File: config.mk
export PLATFORM = sky130hd
export DESIGN_NAME = pipeline_ctrl
export DESIGN_NICKNAME = d
export VERILOG_FILES = /design/src/rtl/pipeline_ctrl_pkg.sv /design/src/rtl/pipeline_ctrl_fwd_unit.sv /design/src/rtl/pipeline_ctrl.sv
export SDC_FILE = /design/constraint.sdc
export NUM_CORES = 1
export LEC_CHECK = 0
export CAP_MARGIN = 20
export CORE_AREA = 10 10 54 99
export CTS_BUF_LIST = sky130_fd_sc_hd__clkbuf_16
export CTS_CLUSTER_DIAMETER = 30
export DETAILED_ROUTE_END_ITERATION = 8
export DIE_AREA = 0 0 64 109
export MAX_ROUTING_LAYER = met4
export PLACE_DENSITY = 0.79
export SETUP_SLACK_MARGIN = 0.3
export SYNTH_ARGS = -nofsm -noshare
export SYNTH_HDL_FRONTEND = slang
export SYNTH_SLANG_ARGS = --single-unit
File: constraint.sdc
create_clock -name clock -period 2.55 [get_ports clock]
set_clock_uncertainty 0.15 [all_clocks]
set_input_delay 0.3825 -clock clock [delete_from_list [all_inputs] [get_ports clock]]
set_output_delay 0.3825 -clock clock [all_outputs]
set_load 0.02 [all_outputs]
File: src/rtl/pipeline_ctrl_pkg.sv
// Shared encodings for the pipeline control block: FSM state codes, the
// operand-forward select values seen by the ALU-input muxes, and a small
// register-hit helper used by both the hazard and the forwarding logic.
package pipeline_ctrl_pkg;

    localparam int REG_ADDR_W  = 5;
    localparam int PHASE_CNT_W = 3;

    localparam logic [1:0] STATE_IDLE  = 2'd0;
    localparam logic [1:0] STATE_STALL = 2'd1;
    localparam logic [1:0] STATE_FLUSH = 2'd2;
    localparam logic [1:0] STATE_EXC   = 2'd3;

    localparam logic [1:0] FWD_REGFILE = 2'b00;
    localparam logic [1:0] FWD_MEM     = 2'b01;
    localparam logic [1:0] FWD_WB      = 2'b10;

    // A later stage "hits" a source operand when it writes the same register.
    // Register 0 is deliberately not treated specially.
    function automatic logic regHit(
        input logic                  doWrite,
        input logic [REG_ADDR_W-1:0] dstAddr,
        input logic [REG_ADDR_W-1:0] srcAddr
    );
        return doWrite && (dstAddr == srcAddr);
    endfunction

endpackage

File: src/rtl/pipeline_ctrl_fwd_unit.sv
// Forward select for one source operand of the decode instruction.
// The MEM stage holds the younger result, so it wins over WB on a double hit.
module pipeline_ctrl_fwd_unit
    import pipeline_ctrl_pkg::*;
(
    input  logic [REG_ADDR_W-1:0] srcAddr,
    input  logic                  memDoRegWrite,
    input  logic [REG_ADDR_W-1:0] memWriteRegAddr,
    input  logic                  wbDoRegWrite,
    input  logic [REG_ADDR_W-1:0] wbWriteRegAddr,
    output logic [1:0]            fwdSel
);

    // Pick the youngest in-flight producer of this operand.
    always_comb begin
        fwdSel = FWD_REGFILE;
        if (regHit(memDoRegWrite, memWriteRegAddr, srcAddr)) begin
            fwdSel = FWD_MEM;
        end else if (regHit(wbDoRegWrite, wbWriteRegAddr, srcAddr)) begin
            fwdSel = FWD_WB;
        end
    end

endmodule

File: src/rtl/pipeline_ctrl.sv
// Pipeline stall / flush / forwarding controller. Sequences load-use bubbles,
// taken-branch flushes and overflow exception redirects, and counts the
// cycles spent injecting bubbles.
module pipeline_ctrl
    import pipeline_ctrl_pkg::*;
#(
    parameter int LOAD_STALL_CYCLES   = 1,
    parameter int BRANCH_FLUSH_CYCLES = 2,
    parameter int STALL_CNT_W         = 16
) (
    input  logic                   clock,
    input  logic                   reset_n,
    input  logic [REG_ADDR_W-1:0]  iID_ra_addr,
    input  logic [REG_ADDR_W-1:0]  iID_rb_addr,
    input  logic                   iID_uses_rb,
    input  logic                   iEX_do_dm_read,
    input  logic                   iEX_do_reg_write,
    input  logic [REG_ADDR_W-1:0]  iEX_write_reg_addr,
    input  logic                   iMEM_do_reg_write,
    input  logic [REG_ADDR_W-1:0]  iMEM_write_reg_addr,
    input  logic                   iWB_do_reg_write,
    input  logic [REG_ADDR_W-1:0]  iWB_write_reg_addr,
    input  logic                   iEX_branch_taken,
    input  logic                   iMEM_alu_overflow,
    output logic                   oDo_flush_REG1,
    output logic                   oDo_flush_REG2,
    output logic                   oDo_flush_REG3,
    output logic                   oDo_flush_REG4,
    output logic                   oDo_hazard,
    output logic                   oPc_stall,
    output logic [1:0]             oFwd_ra_sel,
    output logic [1:0]             oFwd_rb_sel,
    output logic                   oExc_redirect,
    output logic [STALL_CNT_W-1:0] oStall_count
);

    localparam logic [PHASE_CNT_W-1:0] LOAD_RELOAD   = PHASE_CNT_W'(LOAD_STALL_CYCLES - 1);
    localparam logic [PHASE_CNT_W-1:0] BRANCH_RELOAD = PHASE_CNT_W'(BRANCH_FLUSH_CYCLES - 1);

    logic [1:0]             stateReg, stateNext;
    logic [PHASE_CNT_W-1:0] cntReg, cntNext;
    logic [STALL_CNT_W-1:0] stallCountReg;
    logic                   loadUse;
    logic                   hazard;

    // Decode reads a register that the load now in EX has not yet fetched.
    assign loadUse = iEX_do_dm_read && iEX_do_reg_write &&
                     (regHit(1'b1, iEX_write_reg_addr, iID_ra_addr) ||
                      (iID_uses_rb && regHit(1'b1, iEX_write_reg_addr, iID_rb_addr)));

    // Next-state logic, priority EXC > FLUSH > STALL. The IDLE cycle that
    // detects a load-use hazard is already the first bubble, so STALL only
    // covers the remaining LOAD_STALL_CYCLES-1 cycles and leaves on cnt==1.
    always_comb begin
        stateNext = stateReg;
        cntNext   = cntReg;
        case (stateReg)
            STATE_IDLE: begin
                if (iMEM_alu_overflow) begin
                    stateNext = STATE_EXC;
                end else if (iEX_branch_taken) begin
                    stateNext = STATE_FLUSH;
                    cntNext   = BRANCH_RELOAD;
                end else if (loadUse) begin
                    cntNext = LOAD_RELOAD;
                    if (LOAD_STALL_CYCLES > 1) begin
                        stateNext = STATE_STALL;
                    end
                end
            end
            STATE_STALL: begin
                if (iMEM_alu_overflow) begin
                    stateNext = STATE_EXC;
                end else if (iEX_branch_taken) begin
                    stateNext = STATE_FLUSH;
                    cntNext   = BRANCH_RELOAD;
                end else if (cntReg <= PHASE_CNT_W'(1)) begin
                    stateNext = STATE_IDLE;
                end else begin
                    cntNext = cntReg - PHASE_CNT_W'(1);
                end
            end
            STATE_FLUSH: begin
                if (iMEM_alu_overflow) begin
                    stateNext = STATE_EXC;
                end else if (cntReg == '0) begin
                    stateNext = STATE_IDLE;
                end else begin
                    cntNext = cntReg - PHASE_CNT_W'(1);
                end
            end
            default: begin
                stateNext = STATE_IDLE;
            end
        endcase
    end

    // State and phase counter registers.
    always_ff @(posedge clock or negedge reset_n) begin
        if (!reset_n) begin
            stateReg <= STATE_IDLE;
            cntReg   <= '0;
        end else begin
            stateReg <= stateNext;
            cntReg   <= cntNext;
        end
    end

    // Bubble request: immediate in IDLE unless a redirect takes precedence,
    // and held for the whole STALL state.
    always_comb begin
        hazard = (stateReg == STATE_STALL) ||
                 ((stateReg == STATE_IDLE) && loadUse &&
                  !iMEM_alu_overflow && !iEX_branch_taken);
    end

    // Saturating count of bubble cycles.
    always_ff @(posedge clock or negedge reset_n) begin
        if (!reset_n) begin
            stallCountReg <= '0;
        end else if (hazard && (stallCountReg != '1)) begin
            stallCountReg <= stallCountReg + STALL_CNT_W'(1);
        end
    end

    assign oDo_hazard     = hazard;
    assign oPc_stall      = hazard;
    assign oDo_flush_REG1 = (stateReg == STATE_FLUSH) || (stateReg == STATE_EXC);
    assign oDo_flush_REG2 = (stateReg == STATE_FLUSH) || (stateReg == STATE_EXC);
    assign oDo_flush_REG3 = (stateReg == STATE_EXC);
    assign oDo_flush_REG4 = 1'b0;
    assign oExc_redirect  = (stateReg == STATE_EXC);
    assign oStall_count   = stallCountReg;

    pipeline_ctrl_fwd_unit raFwd (
        .srcAddr         (iID_ra_addr),
        .memDoRegWrite   (iMEM_do_reg_write),
        .memWriteRegAddr (iMEM_write_reg_addr),
        .wbDoRegWrite    (iWB_do_reg_write),
        .wbWriteRegAddr  (iWB_write_reg_addr),
        .fwdSel          (oFwd_ra_sel)
    );

    pipeline_ctrl_fwd_unit rbFwd (
        .srcAddr         (iID_rb_addr),
        .memDoRegWrite   (iMEM_do_reg_write),
        .memWriteRegAddr (iMEM_write_reg_addr),
        .wbDoRegWrite    (iWB_do_reg_write),
        .wbWriteRegAddr  (iWB_write_reg_addr),
        .fwdSel          (oFwd_rb_sel)
    );

endmodule

Word level (Yosys, flattened, before mapping)
Index checks and enable logic that the tools add are counted.
Word-level totals
  register bits after elaboration: 21
  bits of input ports: 34
  word-level logic and storage cells: 67
Cells by class
  add/sub/neg operators: 2
  order comparisons: 1
  equality and inequality tests: 19
  mux-type cells: 21
  reductions and logical operators: 21
Operators with widths (count)
  5-bit == test: 6
  3-bit two-way mux: 8
  2-bit two-way mux: 11
  16-bit by 1-bit adder with 16-bit output, second input constant: 1
  16-bit != test, second input constant: 1
  3-bit != test, second input constant: 4
  1-bit logical AND: 11
  3-bit case mux with 3 select lines: 1
  2-bit != test, second input constant: 4
  7-bit AND reduction: 1
  2-bit case mux with 3 select lines: 1
  2-bit == test, second input constant: 2
  4-bit != test, second input constant: 1
  3-bit by 1-bit <= comparator with 1-bit output, second input constant: 1
  3-bit zero test: 1
  1-bit logical OR: 3
  3-bit AND reduction: 1
  3-bit nonzero test: 1
  3-bit by 1-bit subtractor with 3-bit output, second input constant: 1
  2-bit by 1-bit == test with 1-bit output, second input constant: 1
  1-bit zero test: 2
  2-bit zero test: 1

Depth between registers and ports, before layout
  depth after elaboration: 9
  gate-level depth with buffers: 8

Cells and area by module
A second synthesis with hierarchy kept.
Second synthesis, totals
  cells, all modules: 182
  area total of the unflattened synthesis: 1647.8 µm²
By module, submodules not included
  pipeline_ctrl: instances 1, cells each 152, area an instance 1397.6 µm²
  pipeline_ctrl_fwd_unit: instances 2, cells each 15, area an instance 125.1 µm²

Worst setup path before layout
OpenSTA, ideal clock, no wires.
  path type: register -> output
  from: reg stateReg[0]
  to: out oPc_stall
  arrival time: 1.457 ns
  required time: 2.017 ns
  setup slack: 0.560 ns
  cell stages (with the launch flop): 9
  path buffers: 2
  cell sequence: dfrtp_1 inv_1 ha_1 nand2b_1 nor2_1 a21oi_2 buf_6 inv_1 buf_4
Between the ends
  cells in the longest elaborated chain, start to end: 5
  elaborated cells on any way between the ends: 6
RTL lines
  start, declared: line pipeline_ctrl.sv:40  | logic [1:0] stateReg, stateNext;
  start signal, assigned: line pipeline_ctrl.sv:104  | stateReg <= stateNext;
  2-bit zero test: line pipeline_ctrl.sv:113  | ((stateReg == STATE_IDLE) && loadUse &&
  1-bit logical AND (2 in a row): line pipeline_ctrl.sv:113
  1-bit logical AND: line pipeline_ctrl.sv:114  | !iMEM_alu_overflow && !iEX_branch_taken);
  1-bit logical OR (*): line pipeline_ctrl.sv:112  | hazard = (stateReg == STATE_STALL) ||
  end, declared: line pipeline_ctrl.sv:30  | output logic oPc_stall,
Mark *: on every way between the ends. The rest lies on a longest branch, timed or not.

Worst setup path after layout
  from: in iMEM_write_reg_addr[3]
  to: out oFwd_rb_sel[1]
Between the ends
  cells in the longest elaborated chain, start to end: 3
RTL lines
  start, declared: line pipeline_ctrl.sv:20  | input logic [REG_ADDR_W-1:0] iMEM_write_reg_addr,
  5-bit == test: line pipeline_ctrl_pkg.sv:25  | return doWrite && (dstAddr == srcAddr);
  1-bit logical AND: line pipeline_ctrl_pkg.sv:25
  2-bit two-way mux: line pipeline_ctrl_fwd_unit.sv:17  | if (regHit(memDoRegWrite, memWriteRegAddr, srcAddr)) begin
  end, declared: line pipeline_ctrl.sv:32  | output logic [1:0] oFwd_rb_sel,
Every way passes these cells.

==> results by group <==
Final layout
  • Multi-input logic area: 0.00110 mm^2
  • Final nets: 299
  • Final core utilization: 66.2%
  • Fraction of layout cells with a size suffix above 1: 20.7%
  • Commonest non-fill, non-tap cell in the layout: clkdlybuf4s50_1
  • Commonest non-fill, non-tap cells in the layout: clkdlybuf4s50_1, xor2_1, buf_4, dfrtp_1, dlygate4sd2_1
  • # fillers: 310
  • Ant diodes: 0
  • Register Area: 526 um^2
  • Area delta synth->final: 52.8%

Power and ir drop
  • Seq pwr share: 27.5%
  • Logic pwr share: 54.5%
  • Pleak: 1.20 nW
  • Worst VDD drop: 397 uV
  • Clock share of power: 18.1%
  • Power Internal: 1.07 mW
  • Switching power total: 0.756 mW
  • Cell Pwr Density: 727 mW/mm^2
  • Sw Ratio: between 40% and 50%

Yosys
  • Adder-Cell Fraction of Synth Area: just over 6%
  • Netlist Area Pre-Place: 0.00165 mm^2
  • Simple-Gate Fraction of Synth Area: 22.9%
  • Top-area cell type share of the netlist area: 31.9%
  • Post-Syn Instances: 178
  • Seq cells post-synth: 21
  • Largest family of logic cells by synthesized area: simple AND/OR/NAND/NOR gates
  • Post-Synth XOR/XNOR Area: 22.9%
  • Ys flop type: dfrtp_1
  • Synth area leader: dfrtp_1
  • Register area share after synthesis: between 30% and 40%
  • Post-synthesis compound-gate area fraction: 8.66%
  • Syn_nets: 220
  • Post-synthesis mux area share: 2.66%
  • Synth async-reset ratio: 100%
  • Synth cell types: 41
  • Synth warnings: 0
  • Syn_area_per_cell: 9.26 um^2
  • Number of flops mapped to enable cells by yosys: 0
  • Ranking of synthesized cells by area: dfrtp_1, xor2_1, xnor2_1

CTS
  • Htree depth: 1
  • Maximum clock path buffer count: 2
  • Clk root buf: clkbuf_16
  • Hold_buf cts: 0
  • CTS Buf Count: 3
  • CTS tree: built
  • TritonCTS Sinks: 21
  • Reg clk slew, reported paths: 0.06 ns
  • Clk_lat worst skew: 0.25 ns

GRT
  • Largest net degree at the start of global routing: 22
  • Grt total ovfl: 0
  • First-pass GRT wire length: 7650 um
  • Vias in the first global route: between 1500 and 2000
  • Tot GR Track Use: 14.0%
  • Antenna violations before repair: 0

STA
  • Setup ws final: 0.342 ns
  • Final period util: 86.6%
  • Final setup viols: 0
  • Max Transition Viols Final: 0
  • Min cycle time layout: 2.21 ns
  • Max Clock Freq: 453 MHz
  • Hold WS: 0.325 ns
  • RSZ-0062 raised after global routing: yes
  • Final Hold Violating Endpoints: 0

Worst setup path
  • Worst Path Required: 2.02 ns
  • Startpoint type of the worst setup path: input port
  • Crit path DAT: 1.68 ns
  • Setup CP Type: in2out
  • CP max FO: 2
  • Critical path capture point type: primary output

Floorplanning
  • Cell row count: 32
  • Chip width: 64 um
  • CORE AREA: 0.00380 mm^2
  • Die Height: 109 um
  • IO Count: 61
  • Starting density of the core: 43.3%
  • Die area: 0.00698 mm^2

Place
  • Post-DP HPWL: between 3000 and 4000 um
  • Final GP Congestion: ~0.80
  • Pre-CTS setup slack: -0.294 ns
  • PortBufs: 59

Detailed routing
  • Starting DRT DRC Count: 36
  • ANT nets after route: 0
  • Avg Vias per Cell: 5.06
  • First-pass detailed-route iteration total: 4
  • Via count: 1553
  • WL/cell: 15.1 um
  • Routed WL: roughly 4600 um
  • # DRC: 0

Run status
  • Outcome: complete, no violations

Run
  • MaxCap Viol Count: 0

Worst hold path
  • HP Class: in2async
-- metrics by stage --
step / instance area (um^2) / setup TNS (ns) / instances / power [mW]
after global placement: 2400 / -1.36 / 302 / 1.48
after global routing: 2520 / 0 / 307 / 1.95
after CTS: 2480 / 0 / 307 / 1.82
after floorplan: 1650 / 0 / 178 / 1.13
after detailed placement: 2400 / -1.58 / 302 / 1.51
final: 2520 / 0 / 307 / 1.83
-- flip-flops by register name, indices dropped and copies added, names as in the netlist --
name and cells:
cntReg 3, stateReg 2, oStall_count 16
-- power groups by stage --
stage	sequential, mW	clock [mW]	combinational [mW]
6_report	0.503	0.330	0.997
5_1_grt	0.521	0.348	1.09
4_1_cts	0.505	0.331	0.981
3_5_place_dp	0.511	0	0.995
3_3_place_gp	0.508	0	0.976
2_1_floorplan	0.539	0	0.590
-- final cells by class --
class | instances | share of cell area [%]
clock buffer | 3 | 2.98
sequential | 21 | 20.9
timing repair buffer | 79 | 28.4
tap | 51 | 2.53
multi-input combinational | 142 | 43.5
clock inverter | 1 | 0.199
inverter | 10 | 1.49
-- cell usage after synthesis (2+ instances only) --
library cell  count
mux2_2            3
nor2_1           12
nand4_1           3
nor3_1            5
nor4_1            5
dfrtp_1          21
buf_4             4
o21ai_0           7
nand2b_1          3
nand3_1           6
a21oi_1           3
ha_1              8
nand2_1          16
inv_1            10
nor4_2            2
xnor2_1          16
xor2_1           27
and3_1            4
-- worst max-delay path, cell delays in order --
cell and delay (ns):
clkdlybuf4s50_1 0.45, xor2_1 0.16, nor4_1 0.27, and3_1 0.22, nor2_1 0.05, buf_4 0.15
-- logic make-up (layout without fill, tap and decap cells) --
group,after synthesis,in the layout
AND/OR/NAND/NOR,66,66
XOR/XNOR,43,43
adder cells (fa/ha/maj),8,8
buffers and inverters,15,93
multiplexers,4,4
other,1,1
AO/OA/AOI/OAI,20,20
flip-flops,21,21
-- per-layer routing --
layer  GRT usage, %  wire (um)
met1           12.1       1600
met2           27.4       2700
met3           2.36        227
met4           6.92        122
met5              -          0
-- worst paths after layout --
kind                       slack [ns]                    from                to  cells past startpoint
setup / recovery                 0.34  iMEM_write_reg_addr[3]    oFwd_rb_sel[1]                      6
hold / removal                   0.32                 reset_n   oStall_count[4]                      2
setup reg to reg                 0.48             stateReg[0]   oStall_count[4]                      8
hold reg to reg                  0.35        oStall_count[13]  oStall_count[13]                      1
max in group asynchronous        1.71                 reset_n         cntReg[0]                      2
min in group clock               0.35        oStall_count[13]  oStall_count[13]                      1
-- timing repair --
item,4_1_cts,5_1_grt
setup endpoints to repair,13,14
gates resized for setup,52,11
gates cloned,0,0
pin swaps,11,6
buffers inserted,1,0
No activity file was read; power rests on OpenSTA's default activity.
